<file path="src/rtl/hazard_ctrl.sv">
// Pipeline hazard sequencer: load-use stalls, branch/jump flushes, mult/div EX occupancy
// and interrupt entry for the 5-stage core; drives PC/IF-ID/ID-EX/EX-MEM enables and flushes.
//
//   state   | meaning
//   --------+-----------------------------------------------------------
//   RUN     | normal flow; hazard rules evaluated in priority order
//   MD_BUSY | mult/div holds EX; counts down, then one release cycle
//   IRQ     | vector fetched last cycle; acknowledge and clear pending
module hazard_ctrl #(
    parameter int MD_LATENCY = 32,
    parameter int CNT_W      = 6
) (
    input  logic       clk,
    input  logic       reset,
    input  logic [1:0] MemtoReg_ID_EX,
    input  logic [4:0] RegisterRt_ID_EX,
    input  logic [4:0] RegisterRs_IF_ID,
    input  logic [4:0] RegisterRt_IF_ID,
    input  logic       UsesRt_IF_ID,
    input  logic       BranchTaken_EX,
    input  logic       Jump_ID,
    input  logic       MdStart_EX,
    input  logic       Irq,
    input  logic       IrqEnable,
    output logic       PCWr,
    output logic       IF_ID_Wr,
    output logic       ID_EX_Wr,
    output logic       IF_ID_Flush,
    output logic       ID_EX_Flush,
    output logic       EX_MEM_Flush,
    output logic       PCSel_Irq,
    output logic       IrqAck,
    output logic       MdBusy
);

    typedef enum logic [1:0] {
        RUN     = 2'd0,
        MD_BUSY = 2'd1,
        IRQ     = 2'd2
    } state_t;

    localparam logic [CNT_W-1:0] MD_LOAD = CNT_W'(MD_LATENCY - 1);

    state_t           state_q, state_d;
    logic [CNT_W-1:0] cnt_q, cnt_d;
    logic             irq_dly_q, irq_dly_d;
    logic             irq_pend_q, irq_pend_d;
    logic             load_use;
    logic             irq_edge;

    assign load_use = (MemtoReg_ID_EX == 2'b01) && (RegisterRt_ID_EX != 5'd0) &&
                      ((RegisterRt_ID_EX == RegisterRs_IF_ID) ||
                       (UsesRt_IF_ID && (RegisterRt_ID_EX == RegisterRt_IF_ID)));

    assign irq_edge = Irq && !irq_dly_q && IrqEnable;

    always_comb begin
        PCWr         = 1'b1;
        IF_ID_Wr     = 1'b1;
        ID_EX_Wr     = 1'b1;
        IF_ID_Flush  = 1'b0;
        ID_EX_Flush  = 1'b0;
        EX_MEM_Flush = 1'b0;
        PCSel_Irq    = 1'b0;
        IrqAck       = 1'b0;
        MdBusy       = 1'b0;
        state_d      = state_q;
        cnt_d        = cnt_q;
        irq_dly_d    = Irq;
        irq_pend_d   = irq_pend_q;

        case (state_q)
            RUN: begin
                if (MdStart_EX) begin
                    PCWr         = 1'b0;
                    IF_ID_Wr     = 1'b0;
                    ID_EX_Wr     = 1'b0;
                    EX_MEM_Flush = 1'b1;
                    MdBusy       = 1'b1;
                    cnt_d        = MD_LOAD;
                    state_d      = MD_BUSY;
                end else if (BranchTaken_EX) begin
                    IF_ID_Flush = 1'b1;
                    ID_EX_Flush = 1'b1;
                end else if (load_use) begin
                    // Jump in ID is simply held and seen again once the bubble clears lu
                    PCWr        = 1'b0;
                    IF_ID_Wr    = 1'b0;
                    ID_EX_Flush = 1'b1;
                end else if (irq_pend_q) begin
                    IF_ID_Flush = 1'b1;
                    ID_EX_Flush = 1'b1;
                    PCSel_Irq   = 1'b1;
                    state_d     = IRQ;
                end else if (Jump_ID) begin
                    IF_ID_Flush = 1'b1;
                end
            end
            MD_BUSY: begin
                MdBusy = 1'b1;
                if (cnt_q != '0) begin
                    PCWr         = 1'b0;
                    IF_ID_Wr     = 1'b0;
                    ID_EX_Wr     = 1'b0;
                    EX_MEM_Flush = 1'b1;
                    cnt_d        = cnt_q - CNT_W'(1);
                end else begin
                    state_d = RUN;
                end
            end
            IRQ: begin
                IrqAck     = 1'b1;
                irq_pend_d = 1'b0;
                state_d    = RUN;
            end
            default: begin
                state_d = RUN;
            end
        endcase

        // A fresh edge outranks the clear issued by the IRQ state
        if (irq_edge) begin
            irq_pend_d = 1'b1;
        end
    end

    always_ff @(posedge clk or negedge reset) begin
        if (!reset) begin
            state_q    <= RUN;
            cnt_q      <= '0;
            irq_dly_q  <= 1'b0;
            irq_pend_q <= 1'b0;
        end else begin
            state_q    <= state_d;
            cnt_q      <= cnt_d;
            irq_dly_q  <= irq_dly_d;
            irq_pend_q <= irq_pend_d;
        end
    end

endmodule
</file>
<file path="config.mk">
export PLATFORM = sky130hd
export DESIGN_NAME = hazard_ctrl
export DESIGN_NICKNAME = d
export VERILOG_FILES = /design/src/rtl/hazard_ctrl.sv
export SDC_FILE = /design/constraint.sdc
export NUM_CORES = 1
export LEC_CHECK = 0
export BUFFER_PORTS_ARGS = -buffer_cell sky130_fd_sc_hd__clkbuf_2
export CAP_MARGIN = 20
export CORE_UTILIZATION = 45
export DETAILED_ROUTE_END_ITERATION = 10
export GPL_ROUTABILITY_DRIVEN = 0
export PLACE_DENSITY = 0.84
export SLEW_MARGIN = 10
export SYNTH_ARGS = -nofsm -noshare
export SYNTH_HDL_FRONTEND = slang
export SYNTH_SLANG_ARGS = --single-unit
</file>
<file path="constraint.sdc">
create_clock -name clk -period 2.1 [get_ports clk]
set_clock_uncertainty 0.15 [all_clocks]
set_input_delay 0 -clock clk [delete_from_list [all_inputs] [get_ports clk]]
set_output_delay 0 -clock clk [all_outputs]
set_load 0.01 [all_outputs]
</file>
; ---- After elaboration in Yosys (flattened, before gate mapping)
; Cells that the tools add are included.
[op_classes]
addsub = 1
eq_ne = 11
n_mux = 38
reduce_logical = 14
[ops]
columns = cell, n
row1 = 1-bit 2-to-1 mux, 25
row2 = 6-bit 2-to-1 mux, 2
row3 = 6-bit one-hot mux with 2 select lines, 1
row4 = 5-bit == test, 2
row5 = 2-bit 2-to-1 mux, 5
row6 = 3-bit != test (second input constant), 3
row7 = 1-bit one-hot mux with 2 select lines, 4
row8 = 2-bit != test (second input constant), 3
row9 = 6-bit nonzero test, 1
row10 = 6-bit by 1-bit subtractor with 6-bit output (second input constant), 1
row11 = 1-bit logical AND, 5
row12 = 5-bit nonzero test, 1
row13 = 2-bit by 1-bit == test with 1-bit output (second input constant), 2
row14 = 2-bit one-hot mux with 2 select lines, 1
row15 = 4-bit AND reduction, 1
row16 = 2-bit nonzero test, 2
row17 = 3-bit AND reduction, 1
row18 = 2-bit == test (second input constant), 1
row19 = 2-bit zero test, 1
row20 = 1-bit zero test, 1
row21 = 1-bit logical OR, 1
[totals]
word_cells = 68
regBits = 10

; ---- Logic depth before layout (Yosys ltp)
; Gate-level depths: netlist of run 1.
[logic_depth]
ltp_word = 8
depth_mapped = 7
depth_no_buf = 7

; ---- Worst setup path before layout of run 1
; No wires, ideal clock.
[synth_timing]
kind = register -> register
startpoint = reg cnt_q[0]
endpoint = reg cnt_q[5]
stages_incl_launch_ff = 8
setup_time_ns = 0.126
path_buffers = 0
required_ns = 1.824
arrival_ns = 1.386
setup_slack_ns = 0.438
path_cell_list = dfrtp_1 -> inv_1 -> ha_1 -> nand3b_1 -> o21a_1 -> inv_1 -> o21ai_0 -> a21boi_1
[synth_via]
elab_chain_cells = 3
[synth_rtl]
columns = element, line_no
row1 = from (decl), 45  ; logic [CNT_W-1:0] cnt_q, cnt_d;
row2 = from (signal assigned), 135  ; cnt_q <= cnt_d;
row3 = 6-bit by 1-bit subtractor with 6-bit output or 6-bit nonzero test (tied branches), "106, 101"
row4 = 6-bit 2-to-1 mux or 2-bit != test (tied branches), n/a
row5 = 6-bit one-hot mux with 2 select lines or 3-bit AND reduction (tied branches), n/a
; Parallel ways exist; a longest one is shown, timed or not. The select of a mux whose other input is x is not followed.
; A chain may end at the register's enable or synchronous reset.

; ---- Worst setup path in the final report of run 1
[layout_timing]
startpoint = reg cnt_q[0]
endpoint = out IF_ID_Wr
[layout_via]
elab_chain_cells = 3
[layout_rtl]
columns = element, line_no
row1 = 6-bit nonzero test, 101  ; if (cnt_q != '0) begin
row2 = 1-bit 2-to-1 mux, 101
row3 = 1-bit one-hot mux with 2 select lines, 72  ; case (state_q)
row4 = to (decl), 26  ; output logic IF_ID_Wr,
; No other way between the ends.

==> results of run 1 <==
-- tightest hold or removal path, delay by kind of cell --
kind,cells,cell delay [ns]
buffers and inverters,2,0.22
AO/OA/AOI/OAI,2,0.15
-- registers in the layout (all words and copies together) (netlist names) --
name,cells
state_q,2
irq_pend_q,1
irq_dly_q,1
cnt_q,6
-- what timing repair did --
action	CTS	global route
buffers inserted	0	1
gates resized for setup	0	2
endpoints found under the hold margin	17	0
hold buffers	7	0
setup endpoints to repair	0	3
-- cell type report --
type / instances / area (um^2) / area share [%]
Inverter: 5 / 18.77 / 1.823
Clock buffer: 4 / 36.28 / 3.524
Timing Repair Buffer: 41 / 242.7 / 23.57
Tap cell: 16 / 20.02 / 1.944
Sequential cell: 10 / 250.2 / 24.30
Multi-Input combinational cell: 69 / 461.7 / 44.84
-- through the flow --
stage | instance area (um^2) | util, % | hold WS [ns] | worst slack [ns] | cells
after global routing | 1030 | 68.36 | 0.2615 | 0.002640 | 145
after CTS | 1016 | 67.44 | 0.2195 | 0.09995 | 144
final | 1030 | 68.36 | 0.2185 | 0.1449 | 145
after floorplan | 732.0 | - | -0.4456 | 0.4377 | 85
after global placement | 909.6 | 60.38 | -0.2737 | 0.4296 | 133
after detailed placement | 909.6 | 60.38 | -0.2692 | 0.3401 | 133
-- layer usage --
metal	up-vias	part of all wire [%]	track usage [%]
li1	393	-	-
met1	367	43	23.64
met2	39	49	39.69
met3	4	6.1	3.879
met4	0	1.3	7.500
met5	-	0	0
-- where the power goes --
group / internal, mW / switching (mW) / total (mW)
logic: 0.213 / 0.230 / 0.443
clock network: 0.105 / 0.0701 / 0.175
registers: 0.262 / 0.0846 / 0.346
total: 0.580 / 0.385 / 0.964
-- kinds of logic after synthesis --
group	Yosys count	share of synthesized area, %
compound gates	24	21.88
xor+xnor	11	13.16
buf+inv	6	3.590
fa+ha+maj	2	3.418
flops	10	34.19
simple gates	32	23.76
-- path summary, 6_finish.rpt --
path	end	slack, ns	depth (start not counted)
hold reg to reg	irq_pend_q	0.27	1
hold / removal	IF_ID_Flush	0.22	4
min in group asynchronous	cnt_q[5]	0.59	3
max in group asynchronous	cnt_q[2]	0.89	3
setup reg to reg	state_q[1]	0.18	4
setup / recovery	IF_ID_Wr	0.14	6
-- layout by cell type (no fill, tap or decap), drive strengths merged, types with 2 or more instances in the layout --
cell type and n:
nor2b 2, a21oi 5, nand4 2, o21ai 3, a211oi 2, dfrtp 10, nor2 6, clkbuf 37
inv 5, o31ai 2, xnor2 10, nand2 9, or4 2, and4 2, nor3 3, nand3 2
o22ai 2, o21a 3, a21o 2, ha 2, dlygate4sd3 7
==> impl_metrics.csv, run 1 <==
group,metric,value,unit
run_status,outcome,"completed",
synth,number_of_distinct_library_cell_variants_in_the_gate_level_netlist_after_synthesis,32,
global_route,globalRouteOverflowTotal,0,
synth,synth_seq_cells,10,
final_layout,fillerInstances,122,
route,drt-initial-drc-count,21,
worst_setup_path,worst-setup-path-type,"flip-flop to primary output",
worst_setup_path,timing.critical_path.slowest_cell_delay,0.42,ns
final_layout,antennaDiodeCount,0,
hold_path,worst_hold_startpoint,"Jump_ID",
floorplanning,dieArea,1792,um^2
floorplanning,die_w,42.33,um
clock_tree,clk_latency,0.27,ns
final_layout,synth_to_final_area_change,40.68,%
timing,drv_slew,0,
worst_setup_path,worst-path-buf-inv,2,
run,max_cap_violations,0,
synth,synth-edff-count,0,
clock_tree,cts-buffers-inserted,3,
synth,syn-num-nets,112,
synth,top_cells_by_area_synth,"sky130_fd_sc_hd__dfrtp_1 (34%), sky130_fd_sc_hd__xnor2_1 (12%), sky130_fd_sc_hd__nand2_1 (4.6%)",
global_route,pin_count_of_the_biggest_net_entering_global_routing,11,
route,detail_route.vias_per_cell,5.538,
synth,synthTopCellsByCount,"sky130_fd_sc_hd__dfrtp_1 (10), sky130_fd_sc_hd__xnor2_1 (10), sky130_fd_sc_hd__nand2_1 (9)",
global_route,antenna_found_initial,0,
worst_setup_path,crit_path_cell_trace,"inv_1 -> ha_1 -> nand3b_1 -> o21a_2 -> a21oi_1 -> clkbuf_2",
synth,synth_top_cell_area_share,34.19,%
synth,postSynthAreaPerCell,8.611,um^2
route,avgRoutedWirePerCell,12.14,um
timing,final.min_clock_period,1.955,ns
floorplanning,core.rowCount,14,
final_layout,final_layout_size_suffix_gt1_share,34.11,%
global_route,groute.usage.overall,21.26,%
timing,timing.final.crit_share,93.10,%
synth,synth_area_leader_cell,"sky130_fd_sc_hd__dfrtp_1",
floorplanning,die_y,42.33,um
worst_setup_path,startpoint,"cnt_q[0]",
synth,syn-cell-area,732.0,um^2
placed_design,placement.io_buffers,33,
final_layout,nets,157,
clock_tree,cts-htree-levels,1,
route,post-route-drc-count,0,
timing,relSlewSlack,68.79,%
power_and_ir_drop,pwr_cell_area,936.6,nW/um^2
timing,fin_tns_setup,0,ns
timing,worst-slew-pin-transition,0.4667,ns
synth,syn_inst,85,
worst_setup_path,worst_path_dominant_cell_family,"compound AO/OA/AOI/OAI gates",
floorplanning,io_pins,34,
clock_tree,clk_root_buffer_cell,"sky130_fd_sc_hd__clkbuf_4",
clock_tree,numClockSinks,10,
floorplanning,initial_utilization,48.59,%
synth,synth-warning-count,0,
synth,synth-async-reset-ratio,100.0,%
global_route,global_route_wire_length_before_repair,2925,um
clock_tree,clock_slew_at_reported_path_ffs,0.07,ns
power_and_ir_drop,worst_ir_drop_on_vdd,0.4260,mV
synth,synth.yosys.seq_area_share,34.19,%
floorplanning,coreArea,1506,um^2
hold_path,type_of_the_tightest_min_delay_check,"input pin to primary output",
worst_setup_path,arrival_time_of_data_at_the_critical_path_endpoint,1.81,ns
clock_tree,cts.path.max_buffers,2,
route,drt-pass1-iter-count,7,
clock_tree,cts_tree,"done",
global_route,vias_in_the_first_global_route,742,
power_and_ir_drop,post-layout-total-power,0.9645,mW
timing,hold_fails_final_rpt,0,
timing,grt_setup_unrepaired,"false",
timing,fmaxAchievable,511.5,MHz
worst_setup_path,path_max_fanout,6,
worst_setup_path,worstPathRequired,1.95,ns
route,sum_of_routed_wire_length_over_all_layers,1761,um
placed_design,dpl.hpwl,1329,um
worst_setup_path,rr_startpoint,"state_q[0]",
synth,postSynth.topFlopCell,"sky130_fd_sc_hd__dfrtp_1",
worst_setup_path,setup.worst_path.end_class,"primary output",
power_and_ir_drop,cellLeakagePower,0.4973,nW
timing,timing.final.setup_violations,0,
worst_setup_path,setup.worst_path.start_class,"flip-flop",
worst_setup_path,slowest_stage,"sky130_fd_sc_hd__dfrtp_1",
route,ant_nets,0,
route,num_vias,803,
No activity file was read; power rests on OpenSTA's default activity.
==> inputs of run 2 (changes only) <==
--- a/config.mk
+++ b/config.mk
@@ -7,10 +7,11 @@
 export LEC_CHECK = 0
 export BUFFER_PORTS_ARGS = -buffer_cell sky130_fd_sc_hd__clkbuf_2
 export CAP_MARGIN = 20
-export CORE_UTILIZATION = 45
+export CORE_UTILIZATION = 48
+export CTS_CLUSTER_SIZE = 24
 export DETAILED_ROUTE_END_ITERATION = 10
 export GPL_ROUTABILITY_DRIVEN = 0
-export PLACE_DENSITY = 0.84
+export PLACE_DENSITY = 0.88
 export SLEW_MARGIN = 10
 export SYNTH_ARGS = -nofsm -noshare
 export SYNTH_HDL_FRONTEND = slang
==> constraint.sdc (replaced) <==
create_clock -name clk -period 2.32 [get_ports clk]
set_clock_uncertainty 0.15 [all_clocks]
set_input_delay 0 -clock clk [delete_from_list [all_inputs] [get_ports clk]]
set_output_delay 0 -clock clk [all_outputs]
set_load 0.01 [all_outputs]
==> impl_metrics.csv, run 2 (synthesis gave the netlist of run 1 again) <==
group,metric,value,unit
run_status,outcome,"completed",
power_and_ir_drop,share_comb_of_total_power,45.2,%
global_route,antenna_found_initial,0,
timing,grt_setup_unrepaired,"false",
floorplanning,dieArea,1685,um^2
timing,final.min_clock_period,2.052,ns
floorplanning,coreArea,1366,um^2
clock_tree,cts_tree,"done",
clock_tree,cts-buffers-inserted,3,
floorplanning,die_w,41.05,um
global_route,global_route_wire_length_before_repair,3339,um
power_and_ir_drop,clock_share_of_power,18.7,%
route,avgRoutedWirePerCell,13.92,um
route,num_vias,827,
power_and_ir_drop,switching_share,40.68,%
placed_design,cell_area_after_placement,908.4,um^2
final_layout,final_common_cell,"sky130_fd_sc_hd__clkbuf_2",
route,detail_route.vias_per_cell,5.783,
worst_setup_path,crit_path_cell_trace,"nor3_1 -> nand2_1 -> a211oi_1 -> dlygate4sd3_1",
route,post-route-drc-count,0,
worst_setup_path,timing.critical_path.slowest_cell_delay,0.58,ns
global_route,globalRouteOverflowTotal,0,
final_layout,nets,156,
route,drt-pass1-iter-count,4,
clock_tree,numClockSinks,10,
worst_setup_path,worst-setup-path-type,"flip-flop to flip-flop",
timing,fmaxAchievable,487.3,MHz
final_layout,fillerInstances,108,
worst_setup_path,r2r_setup_slack,0.27,ns
clock_tree,clk_root_buffer_cell,"sky130_fd_sc_hd__clkbuf_4",
worst_setup_path,slowest_stage,"sky130_fd_sc_hd__dlygate4sd3_1",
final_layout,regArea,250.2,um^2
timing,fin_tns_setup,0,ns
power_and_ir_drop,power_report.internal_total,0.5132,mW
timing,timing.final.crit_share,88.46,%
clock_tree,cts_resized,0,
worst_setup_path,critical_path.endpoint,"state_q[1]",
timing,worst-slew-pin-transition,0.5057,ns
power_and_ir_drop,worst_ir_drop_on_vdd,0.5392,mV
hold_path,type_of_the_tightest_min_delay_check,"input pin to flip-flop",
timing,drv_slew,0,
worst_setup_path,path_max_fanout,7,
placed_design,placement.io_buffers,33,
power_and_ir_drop,pwr_cell_area,852.5,nW/um^2
final_layout,synth_to_final_area_change,38.63,%
clock_tree,cts.path.max_buffers,2,
clock_tree,clk_latency,0.27,ns
timing,hold_fails_final_rpt,0,
final_layout,post-route-cell-area,1015,um^2
worst_setup_path,regToRegEndpoint,"state_q[1]",
power_and_ir_drop,post-layout-total-power,0.8650,mW
worst_setup_path,setup.worst_path.start_class,"flip-flop",
worst_setup_path,r2r_cells,4,
floorplanning,die_y,41.05,um
worst_setup_path,worstPathRequired,2.38,ns
final_layout,antennaDiodeCount,0,
global_route,pin_count_of_the_biggest_net_entering_global_routing,11,
floorplanning,io_pins,34,
final_layout,most-common-layout-cells,"sky130_fd_sc_hd__clkbuf_2 (33), sky130_fd_sc_hd__xnor2_1 (10), sky130_fd_sc_hd__dfrtp_1 (10)",
final_layout,multiInputGateArea,455.4,um^2
worst_setup_path,rr_startpoint,"state_q[0]",
global_route,vias_in_the_first_global_route,812,
power_and_ir_drop,p_switching,0.3519,mW
clock_tree,cts-htree-levels,1,
final_layout,largest_reg_flops,6,
worst_setup_path,arrival_time_of_data_at_the_critical_path_endpoint,2.12,ns
clock_tree,clock_slew_at_reported_path_ffs,0.07,ns
worst_setup_path,startpoint,"state_q[0]",
route,sum_of_routed_wire_length_over_all_layers,1991,um
final_layout,final_layout_size_suffix_gt1_share,32.03,%
final_layout,register_with_the_highest_flop_count,"cnt_q",
power_and_ir_drop,cellLeakagePower,0.4919,nW
placed_design,dpl.hpwl,1477,um
timing,relSlewSlack,66.03,%
global_route,groute.usage.overall,30.28,%
timing,timing.final.setup_violations,0,
floorplanning,initial_utilization,53.57,%
floorplanning,core.rowCount,13,
route,drt-initial-drc-count,32,
power_and_ir_drop,power.share.sequential,36.2,%
route,ant_nets,0,
run,max_cap_violations,0,
worst_setup_path,setup.worst_path.end_class,"flip-flop",
final_layout,biggestRegsByFlops,"cnt_q x6, state_q x2",
==> run 2: cell count changes in the layout (fill, tap and decap cells not counted) <==
| cell | delta |
|---|---|
| sky130_fd_sc_hd__o21a_1 | +1 |
| sky130_fd_sc_hd__buf_4 | -1 |
| sky130_fd_sc_hd__nor3_1 | +1 |
| sky130_fd_sc_hd__o21a_2 | -1 |
| sky130_fd_sc_hd__nor3_2 | -1 |
==> run 2: per-stage QoR <==
step           utilization [%]  hold slack [ns]  worst slack, ns  instances
2_1_floorplan                -          -0.4456           0.6577         85
6_report                 74.27           0.2314           0.2678        143
3_5_place_dp             66.48          -0.2678           0.5565        132
5_1_grt                  74.27           0.2435          0.09165        143
4_1_cts                  74.27           0.2305           0.3131        143
3_3_place_gp             66.48          -0.2722           0.6528        132
==> run 2: worst min-delay path by stage <==
stage | from | to | slack (ns) | depth (start not counted)
2_1_floorplan | reset | cnt_q[0] | -0.45 | 0
3_3_place_gp | reset | cnt_q[3] | -0.27 | 1
3_5_place_dp | reset | cnt_q[3] | -0.27 | 1
4_1_cts | Irq | irq_dly_q | 0.23 | 2
5_1_grt | Irq | irq_dly_q | 0.24 | 2
6_report | Irq | irq_dly_q | 0.23 | 2
==> run 2: power by group through the flow <==
stage	clock network, mW	logic (mW)	registers [mW]
floorplan	0	0.274	0.294
global placement	0	0.355	0.309
detailed placement	0	0.372	0.313
CTS	0.163	0.387	0.310
global route	0.172	0.451	0.325
finish	0.161	0.391	0.313
==> run 2: final cells by class <==
type,count,area share (%)
Multi-Input combinational cell,69,44.88
Sequential cell,10,24.66
Timing Repair Buffer,40,23.18
Clock buffer,4,3.576
Inverter,5,1.850
Tap cell,15,1.850
==> run 2: timing repair <==
| item | 4_1_cts | 5_1_grt |
|---|---|---|
| hold endpoints to repair | 16 | 0 |
| hold buffers | 7 | 0 |
| buffers inserted | 0 | 0 |
==> run 2: layer usage <==
metal  vias up  track usage (%)  share of wire [%]
met5         -                0                  0
met3         5            5.435                6.4
met4         0            14.17                1.7
met1       385            36.54                 42
met2        40            51.17                 49
li1        397                -                  -
==> run 2: worst max-delay path, delay by kind of cell, from the launching register on <==
| family | cells | cell delay, ns |
|---|---|---|
| buffers and inverters | 1 | 0.58 |
| AND/OR/NAND/NOR | 2 | 0.58 |
| AO/OA/AOI/OAI | 1 | 0.22 |
| flip-flops | 1 | 0.46 |
==> inputs of run 3 (changes only) <==
--- a/config.mk
+++ b/config.mk
@@ -7,11 +7,12 @@
 export LEC_CHECK = 0
 export BUFFER_PORTS_ARGS = -buffer_cell sky130_fd_sc_hd__clkbuf_2
 export CAP_MARGIN = 20
-export CORE_UTILIZATION = 48
+export CORE_UTILIZATION = 51
+export CTS_BUF_LIST = sky130_fd_sc_hd__clkbuf_2
 export CTS_CLUSTER_SIZE = 24
 export DETAILED_ROUTE_END_ITERATION = 10
 export GPL_ROUTABILITY_DRIVEN = 0
-export PLACE_DENSITY = 0.88
+export PLACE_DENSITY = 0.92
 export SLEW_MARGIN = 10
 export SYNTH_ARGS = -nofsm -noshare
 export SYNTH_HDL_FRONTEND = slang
==> impl_metrics.csv, run 3 (synthesis gave the netlist of run 1 again) <==
group,metric,value,unit
timing,hold_fails_final_rpt,0,
worst_setup_path,regToRegEndpoint,"state_q[1]",
worst_setup_path,path_max_fanout,7,
global_route,global_route_wire_length_before_repair,2477,um
clock_tree,clock_slew_at_reported_path_ffs,0.10,ns
power_and_ir_drop,switching_share,42.77,%
worst_setup_path,r2r_setup_slack,0.27,ns
final_layout,synth_to_final_area_change,36.24,%
worst_setup_path,setup.worst_path.end_class,"flip-flop",
power_and_ir_drop,pwr_cell_area,796.3,nW/um^2
clock_tree,cts_resized,0,
clock_tree,numClockSinks,10,
route,drt-initial-drc-count,19,
clock_tree,cts-htree-levels,1,
worst_setup_path,worstPathRequired,2.38,ns
clock_tree,total_setup_buffers_inserted_after_cts,0,
timing,fin_tns_setup,0,ns
timing,timing.final.crit_share,88.46,%
floorplanning,die_w,39.89,um
route,detail_route.vias_per_cell,5.664,
clock_tree,clk_root_buffer_cell,"sky130_fd_sc_hd__clkbuf_2",
route,ant_nets,0,
final_layout,nets,156,
final_layout,antennaDiodeCount,0,
timing,final.min_clock_period,2.052,ns
hold_path,worst_hold_startpoint,"Jump_ID",
worst_setup_path,arrival_time_of_data_at_the_critical_path_endpoint,2.12,ns
final_layout,largest_reg_flops,6,
clock_tree,cts_tree,"done",
worst_setup_path,r2r_cells,4,
placed_design,dpl.hpwl,1320,um
route,post-route-drc-count,0,
final_layout,final_common_cell,"sky130_fd_sc_hd__clkbuf_2",
route,avgRoutedWirePerCell,11.79,um
floorplanning,coreArea,1318,um^2
floorplanning,die_y,39.89,um
final_layout,biggestRegsByFlops,"cnt_q x6, state_q x2",
floorplanning,core.rowCount,13,
hold_path,cell_depth_of_the_worst_min_delay_path,4,
global_route,globalRouteOverflowTotal,0,
route,sum_of_routed_wire_length_over_all_layers,1686,um
worst_setup_path,setup.worst_path.start_class,"flip-flop",
hold_path,timing.hold.worst_endpoint,"IF_ID_Flush",
clock_tree,cts-buffers-inserted,3,
power_and_ir_drop,power_report.internal_total,0.4544,mW
final_layout,most-common-layout-cells,"sky130_fd_sc_hd__clkbuf_2 (36), sky130_fd_sc_hd__xnor2_1 (10), sky130_fd_sc_hd__dfrtp_1 (10)",
worst_setup_path,rr_startpoint,"state_q[0]",
hold_path,type_of_the_tightest_min_delay_check,"input pin to primary output",
clock_tree,cts.hold.buffers_added,7,
timing,drv_slew,0,
final_layout,final_non_filler_cell_total,143,
power_and_ir_drop,worst_ir_drop_on_vdd,0.4288,mV
run,max_cap_violations,0,
power_and_ir_drop,power.share.sequential,39.3,%
placed_design,worst_setup_slack_post_dpl,0.5602,ns
route,drt-pass1-iter-count,4,
power_and_ir_drop,p_switching,0.3396,mW
final_layout,finalCoreUtilization,75.69,%
floorplanning,io_pins,34,
global_route,pin_count_of_the_biggest_net_entering_global_routing,11,
floorplanning,dieArea,1591,um^2
timing,grt_setup_unrepaired,"false",
timing,relSlewSlack,66.35,%
timing,fmaxAchievable,487.2,MHz
timing,setup_ws,0.2676,ns
worst_setup_path,worst-setup-path-type,"flip-flop to flip-flop",
timing,timing.final.setup_violations,0,
timing,whs,0.2482,ns
clock_tree,cts.path.max_buffers,2,
power_and_ir_drop,cellLeakagePower,0.4849,nW
clock_tree,clk_latency,0.27,ns
route,num_vias,810,
final_layout,register_with_the_highest_flop_count,"cnt_q",
global_route,groute.usage.overall,24.00,%
placed_design,placed_cells,132,
timing,worst-slew-pin-transition,0.5010,ns
global_route,antenna_found_initial,0,
run_status,outcome,"completed",
power_and_ir_drop,clock_share_of_power,13.0,%
final_layout,final_layout_size_suffix_gt1_share,31.25,%
placed_design,placement.io_buffers,33,
global_route,vias_in_the_first_global_route,655,
floorplanning,initial_utilization,55.56,%
power_and_ir_drop,share_comb_of_total_power,47.7,%
run 3: cell count changes in the layout (fill, tap and decap cells not counted), sizes merged:
cell / delta
clkbuf: -1
clkinv: +1
run 3: power by group through the flow:
stage               Combinational [mW]  Clock (mW)  Sequential, mW
floorplan                        0.274           0           0.294
finish                           0.379       0.103           0.312
global route                     0.428       0.113           0.323
detailed placement               0.369           0           0.315
global placement                 0.351           0           0.309
CTS                              0.381       0.105           0.310
run 3: layout make-up:
type	instances	area (um^2)
Multi-Input combinational cell	69	455.4
Fill cell	93	320.3
Sequential cell	10	250.2
Timing Repair Buffer	40	235.2
Inverter	5	18.77
Tap cell	15	18.77
Clock buffer	3	15.01
Clock inverter	1	3.754
run 3: critical path: stages, from the launching register on:
cell and delay (ns):
sky130_fd_sc_hd__dfrtp_1 0.46, sky130_fd_sc_hd__nor3_1 0.36, sky130_fd_sc_hd__nand2_1 0.16, sky130_fd_sc_hd__a211oi_1 0.27, sky130_fd_sc_hd__dlygate4sd3_1 0.60
run 3: how the worst max path moves through the flow:
| stage | startpoint | end | slack [ns] | cells past startpoint |
|---|---|---|---|---|
| after floorplan | cnt_q[0] | cnt_q[5] | 0.66 | 7 |
| after global placement | cnt_q[0] | cnt_q[4] | 0.65 | 6 |
| after detailed placement | cnt_q[0] | cnt_q[4] | 0.56 | 6 |
| after CTS | state_q[0] | state_q[1] | 0.32 | 4 |
| after global routing | state_q[0] | state_q[1] | 0.13 | 4 |
| final | state_q[0] | state_q[1] | 0.27 | 4 |
run 3: through the flow:
step | total power [mW] | instance area, um^2
2_1_floorplan | 0.5679 | 732.0
3_3_place_gp | 0.6600 | 908.4
3_5_place_dp | 0.6840 | 908.4
4_1_cts | 0.7961 | 997.2
5_1_grt | 0.8643 | 997.2
6_report | 0.7941 | 997.2
run 3: routing by layer:
metal  share of wire (%)  wire length, um  global-route usage [%]  vias to the layer above
met2                  48              802                   42.34                       39
li1                    -                -                       -                      397
met5                   0                0                       0                        -
met4                 2.4               41                   12.93                        0
met1                  43              731                   25.85                      369
met3                 6.6              111                   5.114                        5
